File: src/rtl/div_arbiter.sv
// Three-requester round-robin front end for a shared iterative divider.
// Handles zero-divisor short-circuit, RUN timeout and registered result/ack fan-out.
module div_arbiter #(
    parameter int DATA_WIDTH = 32,
    parameter int TIMEOUT    = 64
) (
    input  logic                      clk_div,
    input  logic                      reset,
    input  logic [2:0]                req,
    input  logic [3*DATA_WIDTH-1:0]   req_dividend,
    input  logic [3*DATA_WIDTH-1:0]   req_divisor,
    output logic [2:0]                ack,
    output logic [2:0]                err,
    output logic [DATA_WIDTH-1:0]     res_quotient,
    output logic [DATA_WIDTH-1:0]     res_remainder,
    output logic                      busy,
    output logic                      div_reset,
    output logic                      div_start,
    output logic [DATA_WIDTH-1:0]     div_dividend,
    output logic [DATA_WIDTH-1:0]     div_divisor,
    input  logic [DATA_WIDTH-1:0]     div_quotient,
    input  logic [DATA_WIDTH-1:0]     div_remainder,
    input  logic                      div_done
);

    localparam int CW = $clog2(TIMEOUT + 1);

    typedef enum logic [1:0] {IDLE, LOAD, RUN, DONE} state_t;

    state_t                state_q, state_d;
    logic [1:0]            grant_q, grant_d;
    logic [1:0]            rr_ptr_q, rr_ptr_d;
    logic [CW-1:0]         cnt_q, cnt_d;
    logic [2:0]            ack_q, ack_d;
    logic [2:0]            err_q, err_d;
    logic [DATA_WIDTH-1:0] quo_q, quo_d;
    logic [DATA_WIDTH-1:0] rem_q, rem_d;
    logic [DATA_WIDTH-1:0] opa_q, opa_d;
    logic [DATA_WIDTH-1:0] opb_q, opb_d;
    logic                  busy_q, busy_d;
    logic                  div_reset_q, div_reset_d;
    logic                  div_start_q, div_start_d;

    logic                  found;
    logic [1:0]            sel;
    int unsigned           idx;
    logic [DATA_WIDTH-1:0] sel_dividend;
    logic [DATA_WIDTH-1:0] sel_divisor;

    // Round-robin search starting at rr_ptr_q; the latched operand registers double as div_* outputs.
    always_comb begin
        found        = 1'b0;
        sel          = rr_ptr_q;
        idx          = 0;
        sel_dividend = '0;
        sel_divisor  = '0;
        for (int unsigned k = 0; k < 3; k++) begin
            idx = (32'(rr_ptr_q) + k) % 3;
            if (!found && req[idx]) begin
                found        = 1'b1;
                sel          = 2'(idx);
                sel_dividend = req_dividend[idx*DATA_WIDTH +: DATA_WIDTH];
                sel_divisor  = req_divisor[idx*DATA_WIDTH +: DATA_WIDTH];
            end
        end
    end

    always_comb begin
        state_d  = state_q;
        grant_d  = grant_q;
        rr_ptr_d = rr_ptr_q;
        cnt_d    = cnt_q;
        ack_d    = '0;
        err_d    = '0;
        quo_d    = quo_q;
        rem_d    = rem_q;
        opa_d    = opa_q;
        opb_d    = opb_q;

        case (state_q)
            IDLE: begin
                if (found) begin
                    grant_d  = sel;
                    rr_ptr_d = (sel == 2'd2) ? 2'd0 : sel + 2'd1;
                    opa_d    = sel_dividend;
                    opb_d    = sel_divisor;
                    if (sel_divisor == '0) begin
                        state_d = DONE;
                        quo_d   = '1;
                        rem_d   = sel_dividend;
                        ack_d   = 3'b001 << sel;
                        err_d   = 3'b001 << sel;
                    end else begin
                        state_d = LOAD;
                    end
                end
            end
            LOAD: begin
                state_d = RUN;
                cnt_d   = '0;
            end
            RUN: begin
                cnt_d = cnt_q + CW'(1);
                if (div_done) begin
                    state_d = DONE;
                    quo_d   = div_quotient;
                    rem_d   = div_remainder;
                    ack_d   = 3'b001 << grant_q;
                end else if (cnt_q == CW'(TIMEOUT - 1)) begin
                    state_d = DONE;
                    quo_d   = '1;
                    rem_d   = '0;
                    ack_d   = 3'b001 << grant_q;
                    err_d   = 3'b001 << grant_q;
                end
            end
            DONE: begin
                state_d = IDLE;
            end
            default: state_d = IDLE;
        endcase

        busy_d      = (state_d != IDLE);
        div_start_d = (state_d == LOAD) || (state_d == RUN);
        div_reset_d = (state_d != RUN);
    end

    always_ff @(posedge clk_div) begin
        if (reset) begin
            state_q     <= IDLE;
            grant_q     <= '0;
            rr_ptr_q    <= '0;
            cnt_q       <= '0;
            ack_q       <= '0;
            err_q       <= '0;
            quo_q       <= '0;
            rem_q       <= '0;
            opa_q       <= '0;
            opb_q       <= '0;
            busy_q      <= 1'b0;
            div_reset_q <= 1'b1;
            div_start_q <= 1'b0;
        end else begin
            state_q     <= state_d;
            grant_q     <= grant_d;
            rr_ptr_q    <= rr_ptr_d;
            cnt_q       <= cnt_d;
            ack_q       <= ack_d;
            err_q       <= err_d;
            quo_q       <= quo_d;
            rem_q       <= rem_d;
            opa_q       <= opa_d;
            opb_q       <= opb_d;
            busy_q      <= busy_d;
            div_reset_q <= div_reset_d;
            div_start_q <= div_start_d;
        end
    end

    assign ack           = ack_q;
    assign err           = err_q;
    assign res_quotient  = quo_q;
    assign res_remainder = rem_q;
    assign busy          = busy_q;
    assign div_reset     = div_reset_q;
    assign div_start     = div_start_q;
    assign div_dividend  = opa_q;
    assign div_divisor   = opb_q;

endmodule

File: config.mk
export PLATFORM = sky130hd
export DESIGN_NAME = div_arbiter
export DESIGN_NICKNAME = d
export VERILOG_FILES = /design/src/rtl/div_arbiter.sv
export SDC_FILE = /design/constraint.sdc
export NUM_CORES = 1
export LEC_CHECK = 0
export CAP_MARGIN = 20
export CORE_ASPECT_RATIO = 0.6
export CORE_MARGIN = 1.5
export CORE_UTILIZATION = 47
export DETAILED_ROUTE_END_ITERATION = 10
export PLACE_DENSITY = 0.92
export SLEW_MARGIN = 20
export SYNTH_ARGS = -nofsm -noshare
export SYNTH_HDL_FRONTEND = slang
export SYNTH_SLANG_ARGS = --single-unit
File: constraint.sdc
create_clock -name clk_div -period 4.7 [get_ports clk_div]
set_clock_uncertainty 0.2 [all_clocks]
set_input_delay 1.175 -clock clk_div [delete_from_list [all_inputs] [get_ports clk_div]]
set_output_delay 1.175 -clock clk_div [all_outputs]
set_load 0.05 [all_outputs]
==> impl_metrics.env, run 1 <==
export IMPL_status="completed"
export IMPL_period_minus_slack_ns=4.57
export IMPL_slowest_stage="nor2_2"
export IMPL_seqCellArea_mm2=0.00300
export IMPL_clkSlewWorstSetupHoldPaths_ns=0.08
export IMPL_die_area_mm2=0.0262
export IMPL_synthFlopType="dfxtp_1"
export IMPL_pre_cts_ws_ns=-0.556
export IMPL_finalPower_mw=13.1
export IMPL_async_flop_share=0
export IMPL_ys_types=63
export IMPL_peakVddDrop_mv=0.523
export IMPL_core_area_mm2=0.0244
export IMPL_multi_input_area_mm2=0.00808
export IMPL_routed_wl_met2_um=21400
export IMPL_wl_met3_um=6100
export IMPL_drive_gt1_frac=0.106
export IMPL_yosysTopAreaCell="dfxtp_1"
export IMPL_cp_cell_sequence="clkdlybuf4s50_1 > or4b_1 > a21o_1 > a21o_4 > buf_4 > o22ai_1 > nor4_1 > nand4b_2 > nor4_4 > nor2_2 > a22oi_2"
export IMPL_wl_met1_um=19900
export IMPL_critPathRequiredTime_ns=4.78
export IMPL_initial_utilization=0.485
export IMPL_clock_sinks=150
export IMPL_final_common_cell="clkdlybuf4s50_1"
export IMPL_drtAntennaViolNets=0
export IMPL_power_density_mw_per_mm2=771
export IMPL_clockBufferDepth=2
export IMPL_synthTopCellsByArea="dfxtp_1 25%, mux2i_1 15%, nor2_1 9.2%"
export IMPL_grt_pass1_wl_um=75600
export IMPL_clockRootBuffer="clkbuf_16"
export IMPL_syn2layout_area_growth_pct=43.3
export IMPL_fin_ws_ns=0.132
export IMPL_crit_fanout=24
export IMPL_gr_total_overflow=0
export IMPL_ios=399
export IMPL_cts_buffers=17
export IMPL_htreeDepth=4
export IMPL_drtIter0Drc=2026
export IMPL_worstHoldPathType="flip-flop to flip-flop"
export IMPL_port_buffers=398
export IMPL_grt_pass1_vias=13500
export IMPL_finalCritPeriodShare=0.972
export IMPL_tns_ns=0
export IMPL_critical_path_class="primary input to flip-flop"
export IMPL_clock_latency_ns=0.43
export IMPL_syn_area_per_cell_um2=7.36
export IMPL_dieWidth_um=208
export IMPL_n_fill_cell=1911
export IMPL_cp_arrival_ns=4.65
export IMPL_hold_violations=0
export IMPL_via_per_inst=6.31
export IMPL_die_h_um=126
export IMPL_endpoint_kind="flip-flop"
export IMPL_dr_pass1_iters=9
export IMPL_nNetsFinal=2230
export IMPL_synthCells=1610
export IMPL_final_setup_viol_count=0
export IMPL_gp_congestion=0.984
export IMPL_maxSlewViolCount=0
export IMPL_hold_buffers=0
export IMPL_grt_antenna_before_repair=1
export IMPL_yosys_warnings=0
export IMPL_grt_usage=0.359
export IMPL_diodes=0
export IMPL_cp_start_kind="primary input"
export IMPL_ys_ff_latch=150
export IMPL_final_cell_mix="397 x clkdlybuf4s50_1, 287 x nor2_1, 172 x mux2i_1"
export IMPL_fmax_mhz=219
export IMPL_vias=14500
export IMPL_rows=44
export IMPL_synth_nets=1884
export IMPL_wl_per_cell_um=21.3
export IMPL_post_cts_setup_buffers=0
export IMPL_synth_edf_count=0
export IMPL_critPathMaxStageDelay_ns=0.80
export IMPL_relSlewSlack=0.313
export IMPL_hold_slack_ns=0.290
export IMPL_maxCapViolCount=0
export IMPL_cts_tree="built"
export IMPL_highest_layer="met5"
export IMPL_drc=0
export IMPL_yosys_area_top_type_share=0.253
export IMPL_routed_wl_um=48900
export IMPL_grt_max_degree=82
export IMPL_p_leak_nw=6.12
export IMPL_seq_area_frac_synth=0.253
export IMPL_hpwl_um=35400
export IMPL_worst_slew_pin_slew_ns=1.03
export IMPL_grt_setup_unrepaired="false"
export IMPL_syn_area_mm2=0.0118
stage by stage:
step / area (um^2) / utilization / std cells
6_report: 17000 / 0.695 / 2291
5_1_grt: 17000 / 0.695 / 2291
4_1_cts: 17000 / 0.693 / 2290
3_5_place_dp: 16300 / 0.668 / 2258
3_3_place_gp: 16300 / 0.668 / 2258
2_1_floorplan: 11800 / - / 1610
Yosys cell counts, types with 3 or more instances:
master / count
a21o_1: 3
nand2_1: 126
o2bb2ai_1: 23
a22oi_2: 30
mux2i_1: 172
and2_1: 10
a21oi_1: 170
nand3_1: 8
nand4_1: 4
buf_8: 6
a311oi_1: 3
o221ai_1: 47
nor4_1: 7
nand2b_1: 44
nor3_1: 101
xor2_1: 4
buf_6: 5
o21ai_0: 55
a22oi_1: 15
o22ai_1: 43
ha_1: 12
buf_1: 14
dfxtp_1: 150
clkbuf_1: 93
a211oi_2: 28
nor2b_1: 6
a211oi_1: 19
buf_2: 34
nor2_1: 290
nor4_4: 3
inv_1: 41
o21bai_1: 3
kinds of logic (layout without fill, tap and decap cells):
family,count (synthesis),in the layout,synth area share
xor+xnor,5,5,0.00370
mux,174,174,0.147
compound gates,461,461,0.276
fa+ha+maj,13,13,0.0135
flops,150,150,0.253
buf+inv,196,554,0.0752
simple gates,611,612,0.231
cell type report:
cell class / count / area share
Multi-Input combinational cell: 1265 / 0.476
Timing Repair Buffer: 480 / 0.278
Sequential cell: 150 / 0.177
Clock buffer: 17 / 0.0251
Tap cell: 322 / 0.0237
Clock inverter: 15 / 0.0105
Inverter: 42 / 0.00943
flip-flops by register name, indices dropped and copies added, names as in the netlist:
| register | count |
|---|---|
| div_divisor | 32 |
| cnt_q | 7 |
| state_q | 2 |
| grant_q | 2 |
| ack | 3 |
| div_dividend | 32 |
| res_remainder | 32 |
| div_start | 1 |
| res_quotient | 32 |
| busy | 1 |
| div_reset | 1 |
| err | 3 |
| rr_ptr_q | 2 |
power by group:
part | switching, mW | internal (mW)
combinational | 6.32 | 3.45
sequential | 0.246 | 1.66
clock | 0.684 | 0.719
total | 7.25 | 5.83
per-layer routing:
layer  GRT usage  vias up
met5           0        -
li1            -     6500
met3       0.106      165
met1       0.480     6758
met4       0.104        2
met2       0.559     1040
worst max-delay path, delay by kind of cell:
kind	cells	cell delay (ns)
AOI/OAI and AO/OA	4	0.91
buffers and inverters	2	0.78
and+or+nand+nor	5	1.77
worst paths after layout:
path | start | to | slack, ns | cells past startpoint
min | res_quotient[16]$_SDFFE_PP0P_ | res_quotient[16]$_SDFFE_PP0P_ | 0.29 | 2
min reg2reg | res_quotient[16]$_SDFFE_PP0P_ | res_quotient[16]$_SDFFE_PP0P_ | 0.29 | 2
max reg2reg | rr_ptr_q[1]$_SDFFE_PP0P_ | res_quotient[13]$_SDFFE_PP0P_ | 0.24 | 12
max | req[2] | res_quotient[13]$_SDFFE_PP0P_ | 0.13 | 11
what timing repair did:
item / CTS / global route
gates cloned: 0 / 1
endpoints found under the setup margin: 32 / 64
hold endpoints to repair: 0 / 0
pin swaps: 0 / 1
gates resized for setup: 1 / 2
No activity file was read; power rests on OpenSTA's default activity.
==> inputs of run 2 (changes only) <==
--- a/config.mk
+++ b/config.mk
@@ -8,10 +8,9 @@
 export CAP_MARGIN = 20
 export CORE_ASPECT_RATIO = 0.6
 export CORE_MARGIN = 1.5
-export CORE_UTILIZATION = 47
+export CORE_UTILIZATION = 26
 export DETAILED_ROUTE_END_ITERATION = 10
-export PLACE_DENSITY = 0.92
-export SLEW_MARGIN = 20
+export PLACE_DENSITY = 0.61
 export SYNTH_ARGS = -nofsm -noshare
 export SYNTH_HDL_FRONTEND = slang
 export SYNTH_SLANG_ARGS = --single-unit
==> constraint.sdc (replaced) <==
create_clock -name clk_div -period 4.7 [get_ports clk_div]
set_clock_uncertainty 0.2 [all_clocks]
set_input_delay 0.94 -clock clk_div [delete_from_list [all_inputs] [get_ports clk_div]]
set_output_delay 0.94 -clock clk_div [all_outputs]
set_load 0.05 [all_outputs]
==> run 2 against run 1 <==
Routed wire length rose by 15%; final area rose by 1.4%; worst setup slack improved by 0.12 ns; flip-flop and latch count did not move; global-route usage fell by 13 points; first-iteration DRC count fell by 17%; non-clock buffer count fell by 19; worst hold slack got worse by 0.011 ns; total power rose by 2.3%; count of clock-buffer cells in the layout did not move; critical path depth rose by 3; final cell count rose by 11%; critical path type unchanged; critical endpoint is now div_start$_SDFF_PP0_; largest cell class unchanged; largest power group unchanged.
==> impl_metrics.env, run 2 (synthesis results as in run 1) <==
export IMPL_hold_path_cell_count=2
export IMPL_placed_area_mm2=0.0165
export IMPL_hold_buffers=0
export IMPL_crit_fanout=36
export IMPL_gr_total_overflow=0
export IMPL_syn2layout_area_growth_pct=45.3
export IMPL_dr_pass1_iters=6
export IMPL_worst_slew_pin_slew_ns=0.964
export IMPL_cp_cell_sequence="clkdlybuf4s50_1 > buf_4 > or4b_1 > a21o_1 > a21o_2 > buf_12 > o22ai_1 > nor4_1 > nand4b_2 > nor4_4 > nand2_1 > a31oi_1 > ha_1 > nor2_1"
export IMPL_switching_share=0.567
export IMPL_hold_violations=0
export IMPL_n_fill_cell=4611
export IMPL_critPathMaxStageDelay_ns=0.49
export IMPL_grt_max_degree=67
export IMPL_endpoint_kind="flip-flop"
export IMPL_drtAntennaViolNets=0
export IMPL_gp_congestion=0.935
export IMPL_final_common_cell="clkdlybuf4s50_1"
export IMPL_final_cell_mix="396 x clkdlybuf4s50_1, 287 x nor2_1, 172 x mux2i_1"
export IMPL_cts_buffers=17
export IMPL_grt_setup_unrepaired="false"
export IMPL_power_density_mw_per_mm2=777
export IMPL_clock_sinks=150
export IMPL_power_frac_comb=0.749
export IMPL_worstPathBufferInverterCount=3
export IMPL_drive_gt1_frac=0.0954
export IMPL_drc=0
export IMPL_nNetsFinal=2210
export IMPL_cp_start_kind="primary input"
export IMPL_grt_antenna_before_repair=11
export IMPL_pre_cts_ws_ns=-0.0478
export IMPL_clockBufferDepth=2
export IMPL_r2r_end="div_start$_SDFF_PP0_"
export IMPL_die_h_um=168
export IMPL_sequentialPowerShare=0.142
export IMPL_reg2reg_from="rr_ptr_q[0]$_SDFFE_PP0P_"
export IMPL_post_cts_setup_buffers=0
export IMPL_fin_area_mm2=0.0172
export IMPL_fin_ws_ns=0.250
export IMPL_dieWidth_um=279
export IMPL_worstHoldStart="res_quotient[15]$_SDFFE_PP0P_"
export IMPL_intPower_mw=5.79
export IMPL_wl_per_cell_um=22.1
export IMPL_crit_family="simple AND/OR/NAND/NOR gates"
export IMPL_p_leak_nw=6.06
export IMPL_period_minus_slack_ns=4.45
export IMPL_cts_tree="built"
export IMPL_hpwl_um=41300
export IMPL_clockRootBuffer="clkbuf_16"
export IMPL_clock_power_share=0.109
export IMPL_die_area_mm2=0.0469
export IMPL_maxCapViolCount=0
export IMPL_critical_path_depth=14
export IMPL_rows=60
export IMPL_critical_path_class="primary input to flip-flop"
export IMPL_finalCritPeriodShare=0.947
export IMPL_cp_arrival_ns=4.62
export IMPL_maxSlewViolCount=0
export IMPL_status="completed"
export IMPL_fmax_mhz=225
export IMPL_via_per_inst=5.54
export IMPL_place_inst=2505
export IMPL_clock_latency_ns=0.44
export IMPL_hold_slack_ns=0.279
export IMPL_rrSetupSlack_ns=0.25
export IMPL_hold_end="res_quotient[15]$_SDFFE_PP0P_"
export IMPL_critPathRequiredTime_ns=4.87
export IMPL_port_buffers=398
export IMPL_peakVddDrop_mv=0.507
export IMPL_ios=399
export IMPL_vias=14100
export IMPL_initial_utilization=0.264
export IMPL_grt_usage=0.231
export IMPL_power_switching_mw=7.59
export IMPL_grt_pass1_wl_um=84000
export IMPL_clkSlewWorstSetupHoldPaths_ns=0.08
export IMPL_drtIter0Drc=1684
export IMPL_grt_pass1_vias=13500
export IMPL_worstHoldPathType="flip-flop to flip-flop"
export IMPL_cts_resized=0
export IMPL_slowest_stage="clkdlybuf4s50_1"
export IMPL_relSlewSlack=0.356
export IMPL_routed_wl_um=56200
export IMPL_htreeDepth=4
export IMPL_multi_input_area_mm2=0.00805
export IMPL_final_setup_viol_count=0
export IMPL_finalPower_mw=13.4
export IMPL_fin_cells=2549
export IMPL_reg2reg_depth=15
export IMPL_core_area_mm2=0.0449
export IMPL_seqCellArea_mm2=0.00300
## run 2: per-layer routing
layer	routed length, um	track usage	vias up
met4	1760	0.0881	2
met2	25000	0.356	694
li1	-	-	6450
met5	9	0	-
met1	25300	0.320	6876
met3	4190	0.0419	95
## run 2: power groups by stage
stage	registers (mW)	logic, mW	clock network [mW]
2_1_floorplan	3.04	5.32	0
3_3_place_gp	1.92	9.72	0
3_5_place_dp	1.92	9.83	0
4_1_cts	1.90	9.86	1.49
5_1_grt	1.94	10.6	1.54
6_report	1.90	10.0	1.45
## run 2: worst max-delay path by stage
stage	slack (ns)	start	endpoint
final	0.25	req[2]	div_start$_SDFF_PP0_
after CTS	0.37	rr_ptr_q[0]$_SDFFE_PP0P_	div_start$_SDFF_PP0_
after global routing	0.06	rr_ptr_q[0]$_SDFFE_PP0P_	div_start$_SDFF_PP0_
after floorplan	0.95	req[2]	div_start$_SDFF_PP0_
after global placement	-0.03	req[1]	div_start$_SDFF_PP0_
after detailed placement	-0.05	req[2]	div_start$_SDFF_PP0_
## run 2: layout make-up
class	count	area share
antenna	11	0.00160
clock inverter	15	0.0110
tap	589	0.0428
inverter	42	0.00923
sequential	150	0.174
clock buffer	17	0.0247
timing repair buffer	461	0.269
multi-input combinational	1264	0.468
## run 2: worst min-delay path, stage by stage, from the launching register on
cell and delay [ns]:
dfxtp_1 0.31, nand2b_1 0.07, a22oi_2 0.05
## run 2: metrics by stage
step                TNS [ns]   util
finish                     0  0.384
global route               0  0.384
CTS                        0  0.382
detailed placement   -0.0480  0.369
global placement     -0.0320  0.368
floorplan                  0      -
